### src/rtl/wdog_pkg.sv
// wdog_pkg: shared types and helpers for watchdog_timer.
//   wdog_state_t : supervisor FSM encoding (IDLE=0, RUN=1, EXPIRED=2, DONE=3)
//   fid_width()  : width of the first_id port for a given channel count
//   lowest_set() : index of the lowest set bit of a 32-bit vector (0 if none)
package wdog_pkg;

    typedef enum logic [1:0] {
        IDLE    = 2'd0,
        RUN     = 2'd1,
        EXPIRED = 2'd2,
        DONE    = 2'd3
    } wdog_state_t;

    function automatic int fid_width(input int n);
        return (n > 1) ? $clog2(n) : 1;
    endfunction

    function automatic int lowest_set(input logic [31:0] v);
        int idx = 0;
        for (int i = 31; i >= 0; i--) begin
            if (v[i]) idx = i;
        end
        return idx;
    endfunction

endpackage

### src/rtl/wdog_channel.sv
// wdog_channel: one supervised heartbeat channel -- saturating silence counter
// plus a sticky expiry flag.
//   clk, rst_n  : clock, asynchronous active-low reset
//   i_run       : count this cycle (supervisor in RUN/EXPIRED, no clear pending)
//   i_clr       : synchronously zero the counter and the expiry flag
//   i_en        : channel supervision enable (low holds the counter at 0)
//   i_kick      : heartbeat, restarts the silence count
//   o_hit       : this edge moves the counter TIMEOUT-1 -> TIMEOUT (new expiry)
//   o_expired   : sticky expiry flag
module wdog_channel #(
    parameter int CW      = 16,
    parameter int TIMEOUT = 1000
) (
    input  logic clk,
    input  logic rst_n,
    input  logic i_run,
    input  logic i_clr,
    input  logic i_en,
    input  logic i_kick,
    output logic o_hit,
    output logic o_expired
);

    localparam logic [CW-1:0] TO   = CW'(TIMEOUT);
    localparam logic [CW-1:0] TOM1 = CW'(TIMEOUT - 1);

    logic [CW-1:0] r_cnt;
    logic          r_exp;

    // a kick on the timeout edge restarts the count instead of expiring
    assign o_hit     = i_run && i_en && !i_kick && (r_cnt == TOM1);
    assign o_expired = r_exp;

    always_ff @(posedge clk or negedge rst_n) begin
        if (!rst_n) begin
            r_cnt <= '0;
            r_exp <= 1'b0;
        end else if (i_clr) begin
            r_cnt <= '0;
            r_exp <= 1'b0;
        end else if (i_run) begin
            r_cnt <= (i_kick || !i_en) ? '0 : (r_cnt == TO) ? r_cnt : r_cnt + CW'(1);
            if (o_hit) r_exp <= 1'b1;
        end
    end

endmodule

### src/rtl/watchdog_timer.sv
// watchdog_timer: multi-channel simulation watchdog and run-length limiter.
// Supervises NCH heartbeat channels, flags any channel silent for TIMEOUT
// cycles and raises done after MAX_CYCLES RUN/EXPIRED cycles.
//   clk, rst_n     : clock, asynchronous active-low reset
//   i_enable       : start/continue supervision
//   i_ch_en[NCH]   : per-channel supervision enable
//   i_kick[NCH]    : per-channel heartbeat
//   i_clear        : acknowledge expiry and resume supervision
//   o_expired[NCH] : sticky per-channel timeout flags
//   o_any_expired  : OR of o_expired
//   o_first_id     : lowest channel of the expiry event that entered EXPIRED
//   o_cycles[32]   : global run counter
//   o_done         : run length reached (sticky until reset)
//   o_state[2]     : current FSM state (wdog_state_t)
// Build option WDOG_FINISH_EN: report and end the simulation after DONE.
module watchdog_timer
    import wdog_pkg::*;
#(
    parameter int     NCH        = 4,
    parameter int     CW         = 16,
    parameter int     TIMEOUT    = 1000,
    parameter longint MAX_CYCLES = 10000,
    localparam int    FW         = fid_width(NCH)
) (
    input  logic           clk,
    input  logic           rst_n,
    input  logic           i_enable,
    input  logic [NCH-1:0] i_ch_en,
    input  logic [NCH-1:0] i_kick,
    input  logic           i_clear,
    output logic [NCH-1:0] o_expired,
    output logic           o_any_expired,
    output logic [FW-1:0]  o_first_id,
    output logic [31:0]    o_cycles,
    output logic           o_done,
    output logic [1:0]     o_state
);

    if (NCH < 1 || NCH > 32 || TIMEOUT < 2 || (CW < 31 && TIMEOUT >= (1 << CW)) ||
        MAX_CYCLES < 1 || MAX_CYCLES > 64'hFFFF_FFFF) begin : g_bad_param
        $error("watchdog_timer: illegal parameter combination");
    end

    wdog_state_t    r_state, w_next;
    logic [31:0]    r_cycles;
    logic [FW-1:0]  r_fid;
    logic [NCH-1:0] w_hit, w_exp;
    logic           w_act, w_last, w_clr, w_run;

    assign w_act  = (r_state == RUN) || (r_state == EXPIRED);
    assign w_last = w_act && (r_cycles == 32'(MAX_CYCLES - 1));
    // reaching the run length overrides both disable and clear on that edge
    assign w_clr  = (r_state == IDLE) ||
                    (!w_last && (((r_state == RUN) && !i_enable) || ((r_state == EXPIRED) && i_clear)));
    assign w_run  = w_act && !w_clr;

    for (genvar g = 0; g < NCH; g++) begin : g_ch
        wdog_channel #(.CW(CW), .TIMEOUT(TIMEOUT)) u_ch (
            .clk       (clk),
            .rst_n     (rst_n),
            .i_run     (w_run),
            .i_clr     (w_clr),
            .i_en      (i_ch_en[g]),
            .i_kick    (i_kick[g]),
            .o_hit     (w_hit[g]),
            .o_expired (w_exp[g])
        );
    end

    always_comb begin
        w_next = r_state;
        if (w_last)                              w_next = DONE;
        else if (r_state == IDLE && i_enable)    w_next = RUN;
        else if (r_state == RUN && !i_enable)    w_next = IDLE;
        else if (r_state == RUN && |w_hit)       w_next = EXPIRED;
        else if (r_state == EXPIRED && i_clear)  w_next = RUN;
    end

    always_ff @(posedge clk or negedge rst_n) begin
        if (!rst_n) begin
            r_state  <= IDLE;
            r_cycles <= '0;
            r_fid    <= '0;
        end else begin
            r_state <= w_next;
            if (w_act) r_cycles <= r_cycles + 32'd1;
            if (r_state == EXPIRED && i_clear && !w_last) r_fid <= '0;
            else if (r_state == RUN && w_next == EXPIRED) r_fid <= FW'(lowest_set(32'(w_hit)));
        end
    end

    assign o_expired     = w_exp;
    assign o_any_expired = |w_exp;
    assign o_first_id    = r_fid;
    assign o_cycles      = r_cycles;
    assign o_done        = (r_state == DONE);
    assign o_state       = r_state;

`ifdef WDOG_FINISH_EN
    logic r_fin;

    always_ff @(posedge clk or negedge rst_n) begin
        if (!rst_n) begin
            r_fin <= 1'b0;
        end else if (w_last) begin
            $display("watchdog_timer: run complete cycles=%0d expired=%b first_id=%0d",
                     MAX_CYCLES, w_exp | w_hit, r_fid);
            r_fin <= 1'b1;
        end else if (r_fin) begin
            if (o_any_expired) $error("watchdog_timer: channel timeout, expired=%b", w_exp);
            $finish;
        end
    end
`else
    // no system tasks: the instantiating top watches o_done and owns termination
`endif

endmodule

### config.mk
export PLATFORM = sky130hd
export DESIGN_NAME = watchdog_timer
export DESIGN_NICKNAME = d
export VERILOG_FILES = /design/src/rtl/wdog_pkg.sv /design/src/rtl/wdog_channel.sv /design/src/rtl/watchdog_timer.sv
export SDC_FILE = /design/constraint.sdc
export NUM_CORES = 1
export LEC_CHECK = 0
export ABC_CLOCK_PERIOD_IN_PS = 6250
export BUFFER_PORTS_ARGS = -buffer_cell sky130_fd_sc_hd__buf_2
export CAP_MARGIN = 10
export CORE_AREA = 2 2 99 101
export DETAILED_ROUTE_END_ITERATION = 6
export DIE_AREA = 0 0 101 103
export PLACE_DENSITY_LB_ADDON = 0.2
export SYNTH_ARGS = -nofsm -noshare
export SYNTH_HDL_FRONTEND = slang
export SYNTH_SLANG_ARGS = --single-unit
### constraint.sdc
create_clock -name clk -period 6.25 [get_ports clk]
set_clock_uncertainty 0.05 [all_clocks]
set_input_delay 1.25 -clock clk [delete_from_list [all_inputs] [get_ports clk]]
set_output_delay 1.25 -clock clk [all_outputs]
set_load 0.05 [all_outputs]
# Yosys cells after proc, flatten, opt, wreduce, memory -nomap -nowiden
# Cells that the tools add are included.
[word_totals] out_inout_bits=42 regBits=104
[op_classes] add_sub_neg=5 reduce_logical=56 mux=39 eq_ne=17
[ops] cell="2-to-1 mux 16 bit" count=16
[ops] cell="== test 16 x 10 -> 1 bit (second input constant)" count=8
[ops] cell="adder 16 x 1 -> 16 bit (second input constant)" count=4
[ops] cell="adder 32 x 1 -> 32 bit (second input constant)" count=1
[ops] cell="== test 32 x 14 -> 1 bit (second input constant)" count=1
[ops] cell="2-to-1 mux 2 bit" count=11
[ops] cell="logical AND 1 bit" count=21
[ops] cell="AND reduction 2 bit" count=8
[ops] cell="2-to-1 mux 1 bit" count=12
[ops] cell="!= test 3 x 2 -> 1 bit (second input constant)" count=4
[ops] cell="nonzero test 2 bit" count=6
[ops] cell="logical NOT 1 bit" count=11
[ops] cell="OR reduction 4 bit" count=2
[ops] cell="logical OR 1 bit" count=7
[ops] cell="== test 2 bit (second input constant)" count=3
[ops] cell="== test 2 x 1 -> 1 bit (second input constant)" count=1
[ops] cell="logical NOT 2 bit" count=1

# Longest topological paths before layout
[depth] word_depth=21 depth_mapped=12 mapped_depth_nobuf=9

# Hierarchy
# From an unflattened synthesis, not the netlist that was laid out.
[hier_totals] cells_unflattened=660 hier_area_um2=6168.4
[modules_own_cells] module="wdog_channel" cells_per_inst=123 area_per_inst_um2=1072.3 instances=4
[modules_own_cells] module="watchdog_timer" cells_per_inst=168 area_per_inst_um2=1879.3 instances=1

# Worst setup path after synthesis
# OpenSTA, ideal clock, no wires.
[synth_path] kind="input to register" startpoint="input i_kick[3]" endpoint="register g_ch[3].u_ch.r_cnt[0]" setup_slack_ns=3.286 required_time_ns=6.082 cell_stages=7 arrival_time_ns=2.796 setup_ns=0.118 n_path_buf=0 cell_sequence="and2b_2 nand2_1 or4_1 or3_4 o21ai_4 nor3_1 a21o_1"
[synth_between] elab_chain_cells=4 word_cells_on_any_way=6 classes_between="1 x eq/ne; 3 x mux; 2 x reduce/logical"
[synth_rtl] element="start, declared" line="watchdog_timer.sv:29" rtl="input logic [NCH-1:0] i_kick,"
[synth_rtl] element="logical OR 1 bit *" line="wdog_channel.sv:42" rtl="r_cnt <= (i_kick || !i_en) ? '0 : (r_cnt == TO) ? r_cnt : r_cnt + CW'(1);"
[synth_rtl] element="2-to-1 mux 16 bit" line="wdog_channel.sv:42"
[synth_rtl] element="2-to-1 mux 16 bit" line="wdog_channel.sv:41" rtl="end else if (i_run) begin"
[synth_rtl] element="2-to-1 mux 16 bit" line="wdog_channel.sv:38" rtl="end else if (i_clr) begin"
[synth_rtl] element="end signal, assigned" line="wdog_channel.sv:42"
[synth_rtl] element="end, declared" line="wdog_channel.sv:27" rtl="logic [CW-1:0] r_cnt;"
# Every way passes the cells marked *; elsewhere a longest branch is shown, timed or not. The select of a mux whose other input is x is not followed.
# A chain may end at the register's enable or synchronous reset.

# Final worst setup path
[layout_path] startpoint="register r_state[0] (netlist: o_state[0])" endpoint="register g_ch[1].u_ch.r_cnt[15]"
[layout_between] elab_chain_cells=10 word_cells_on_any_way=17 classes_between="3 x eq/ne; 1 x mux; 13 x reduce/logical"
[layout_rtl] element="start, declared" line="watchdog_timer.sv:44" rtl="wdog_state_t r_state, w_next;"
[layout_rtl] element="start signal, assigned" line="watchdog_timer.sv:85" rtl="r_state <= w_next;"
[layout_rtl] element="== test 2 x 1 -> 1 bit / == test 2 bit (equally long branches)" line="watchdog_timer.sv:50" rtl="assign w_act = (r_state == RUN) || (r_state == EXPIRED);"
[layout_rtl] element="logical OR 1 bit *" line="watchdog_timer.sv:50"
[layout_rtl] element="named net w_act" line="watchdog_timer.sv:48" rtl="logic w_act, w_last, w_clr, w_run;"
[layout_rtl] element="logical AND 1 bit" line="watchdog_timer.sv:51" rtl="assign w_last = w_act && (r_cycles == 32'(MAX_CYCLES - 1));"
[layout_rtl] element="logical NOT 1 bit" line="watchdog_timer.sv:54" rtl="(!w_last && (((r_state == RUN) && !i_enable) || ((r_state == EXPIRED) && i_clear)));"
[layout_rtl] element="logical AND 1 bit" line="watchdog_timer.sv:54"
[layout_rtl] element="logical OR 1 bit" line="watchdog_timer.sv:53" rtl="assign w_clr = (r_state == IDLE) ||"
[layout_rtl] element="logical NOT 1 bit" line="watchdog_timer.sv:55" rtl="assign w_run = w_act && !w_clr;"
[layout_rtl] element="logical AND 1 bit" line="watchdog_timer.sv:55"
[layout_rtl] element="nonzero test 2 bit (no source line)"
[layout_rtl] element="AND reduction 2 bit (no source line)"
[layout_rtl] element="end signal, assigned" line="wdog_channel.sv:42"
[layout_rtl] element="end, declared" line="wdog_channel.sv:27"
# The timed path passes the listed nets; every way through them passes the cells marked *.

==> flow_metrics.py <==
metrics = {
    "status": {
        "outcome": "finished, final reports clean",
    },
    "min_path": {
        "min_to": "o_cycles[31]$_DFFE_PN0P_",
        "min_from": "o_cycles[31]$_DFFE_PN0P_",
        "min_path_cells": 1,
        "hp-class": "reg -> reg",
    },
    "grt": {
        "grt_max_degree": 63,
        "grt_pass1_vias": 4070,
        "overflow": 0,
        "grt_usage": 0.2252,
        "antenna_found_initial": 0,
        "grt_pass1_wl_um": 18530,
    },
    "timing": {
        "fin_tns_setup_ns": 0,
        "slew_violations": 0,
        "hold_viol": 0,
        "setup_slack_ns": 3.267,
        "rsz0062_at_grt": "no",
        "fin_hold_ws_ns": 0.4593,
        "fmax_ghz": 0.3352,
        "post-route-period-util": 0.4773,
        "worst_slew_pin_slew_ns": 0.8372,
        "setup_viol": 0,
        "max-slew-margin-rel": 0.4398,
        "min_period_ns": 2.983,
    },
    "detailed_routing": {
        "antenna_left": 0,
        "via_per_inst": 5.738,
        "vias": 4286,
        "wl_per_cell_um": 15.00,
        "drt_iter0_drc": 164,
        "post-route-drc-count": 0,
        "drt_wl_total_um": 11210,
        "dr.pass1.iters": 4,
    },
    "yosys": {
        "synth_cell_types": 57,
        "synth_area_um2": 5450,
        "syn_inst": 577,
        "syn_nets": 603,
        "ys.flop_type": "dfrtp_1",
        "ys_seq_area_frac": 0.4775,
        "syn_avg_cell_area_um2": 9.446,
        "async_reset_ff_frac": 1.000,
        "synth.most_common_cell": "dfrtp_1",
        "yosysTopAreaCellShare": 0.4775,
        "yosys.area.top_type": "dfrtp_1",
        "ys_ff_latch": 104,
        "synthTopCellsByCount": "dfrtp_1 (104), nor2_1 (81), nand2_1 (58), nand3_1 (41), xor2_1 (36)",
        "synth_edf_count": 0,
        "ys_top_cells_by_area": "dfrtp_1 (48%), xor2_1 (5.8%), xnor2_1 (5.6%)",
        "ys_warn_count": 0,
    },
    "power": {
        "p_per_area_nw_per_um2": 245.6,
        "peakVddDrop_v": 0.0001385,
        "p_leak_nw": 2.671,
    },
    "critical_path": {
        "r2r_start": "o_state[0]$_DFF_PN0_",
        "crit_arrival_ns": 3.23,
        "crit_fanout": 12,
        "endpoint_kind": "flip-flop",
        "cp_slowest_cell": "dfrtp_1",
        "crit_cells": 9,
        "max_stage_delay_ns": 0.49,
        "crit_path_start_kind": "flip-flop",
        "reg2reg_to": "g_ch[1].u_ch.r_cnt[15]$_DFFE_PN0P_",
        "cpMostUsedCell": "nor2_1",
        "worstPathRequired_ns": 6.50,
        "critical_path.top_delay_family": "simple AND/OR/NAND/NOR gates",
        "reg2reg_slack_ns": 3.27,
        "critical_path_class": "reg -> reg",
        "path_cells": "inv_1 -> ha_1 -> and4_1 -> nand3_1 -> nor4_4 -> nor2_4 -> nor2_1 -> nor2_1 -> nor2_1",
        "r2r_cells": 9,
        "crit_buf_inv": 1,
    },
    "floorplan": {
        "dieArea_um2": 10400,
        "core-area_um2": 9459,
        "initial_core_util": 0.5762,
        "num_rows": 36,
        "ioPinCount": 54,
        "chipHeight_um": 103,
        "die_w_um": 101,
    },
    "job": {
        "maxCapViolCount": 0,
    },
    "clocking": {
        "clockBufferDepth": 2,
        "cts_tree": "done",
        "clk_latency_ns": 0.37,
        "cts_setup_buffers": 0,
        "clock-root-buffer": "clkbuf_8",
        "cts_buffers": 9,
        "cts_resized": 0,
        "ctsHtreeMaxLevel": 3,
        "path_clk_slew_ns": 0.10,
        "holdBufCountCts": 0,
        "cts_sinks": 104,
    },
    "finish": {
        "diodes": 0,
        "utilization": 0.6340,
        "drive_above_1_share": 0.1295,
        "area_growth_pct": 10.03,
        "nNetsFinal": 654,
        "stdcell_count": 747,
    },
    "place": {
        "dpl.cell_count": 731,
        "dp_hpwl_um": 8149,
        "gp_congestion": 0.8229,
        "port_buffers": 53,
        "dp_slack_ns": 2.991,
    },
}
## flip-flops by register name (all words and copies together) (netlist names)
name and flops:
g_ch.u_ch.r_cnt 64, o_first_id 2, g_ch.u_ch.o_expired 4, o_state 2
o_cycles 32
## worst max-delay path by stage
stage / startpoint / end
after CTS: o_state[1]$_DFF_PN0_ / g_ch[1].u_ch.r_cnt[15]$_DFFE_PN0P_
after floorplan: i_kick[3] / g_ch[3].u_ch.r_cnt[0]$_DFFE_PN0P_
after global placement: i_clear / g_ch[2].u_ch.r_cnt[3]$_DFFE_PN0P_
after global routing: o_state[1]$_DFF_PN0_ / g_ch[3].u_ch.r_cnt[8]$_DFFE_PN0P_
after detailed placement: i_clear / g_ch[1].u_ch.r_cnt[15]$_DFFE_PN0P_
final: o_state[0]$_DFF_PN0_ / g_ch[1].u_ch.r_cnt[15]$_DFFE_PN0P_
## kinds of logic (layout without fill, tap and decap cells)
| group | Yosys count | after routing | synth area share |
|---|---|---|---|
| multiplexers | 4 | 4 | 0.007576 |
| buffers and inverters | 32 | 88 | 0.02548 |
| AND/OR/NAND/NOR | 285 | 285 | 0.2668 |
| flip-flops | 104 | 104 | 0.4775 |
| AO/OA/AOI/OAI | 67 | 67 | 0.07645 |
| adder cells (fa/ha/maj) | 14 | 14 | 0.03214 |
| XOR/XNOR | 71 | 71 | 0.1141 |
## layer usage
metal  vias to the layer above  global-route usage  routed length, µm
li1                       2087                   -                  -
met1                      2094              0.2915               5157
met2                        90              0.3846               5491
met3                        15             0.03661                371
met4                         0             0.08316                185
met5                         -                   0                  0
## cells in the final DEF (no fill, tap or decap), types with 3 or more instances in the layout
cell type / Yosys / layout
nand3_1: 41 / 41
dfrtp_1: 104 / 104
inv_1: 17 / 17
nand2b_1: 8 / 8
buf_2: 2 / 52
a31oi_1: 3 / 3
nor2_1: 81 / 81
or3_1: 3 / 3
o41ai_1: 4 / 4
nor4_1: 8 / 8
a21oi_1: 17 / 17
o21ai_0: 22 / 22
buf_4: 4 / 3
nand4_1: 15 / 15
xor2_1: 36 / 36
o31ai_1: 6 / 6
nand2_1: 58 / 58
xnor2_1: 35 / 35
mux2i_1: 3 / 3
nor2b_1: 8 / 8
clkbuf_8: 0 / 9
or4_1: 5 / 5
and3_1: 13 / 13
and2_1: 3 / 3
nand3b_1: 3 / 3
nor3_1: 19 / 19
ha_1: 14 / 14
## power by group
part	internal, mW	switching [mW]	leakage, nW
clock	0.185	0.232	0.0952
sequential	0.703	0.0411	1.44
combinational	0.0881	0.224	1.14
## through the flow
| stage | power, mW | instance area, µm² |
|---|---|---|
| 2_1_floorplan | 0.9833 | 5450 |
| 3_3_place_gp | 1.062 | 5801 |
| 5_1_grt | 1.546 | 5997 |
| 6_report | 1.473 | 5997 |
| 3_5_place_dp | 1.071 | 5801 |
| 4_1_cts | 1.492 | 5997 |
## cell type report
type / instances / area, µm²
tap: 114 / 142.6
multi-input combinational: 441 / 2709
clock inverter: 7 / 72.57
sequential: 104 / 2603
clock buffer: 9 / 123.9
inverter: 17 / 63.81
fill: 800 / 3462
timing repair buffer: 55 / 282.8
No activity file was read; power rests on OpenSTA's default activity.
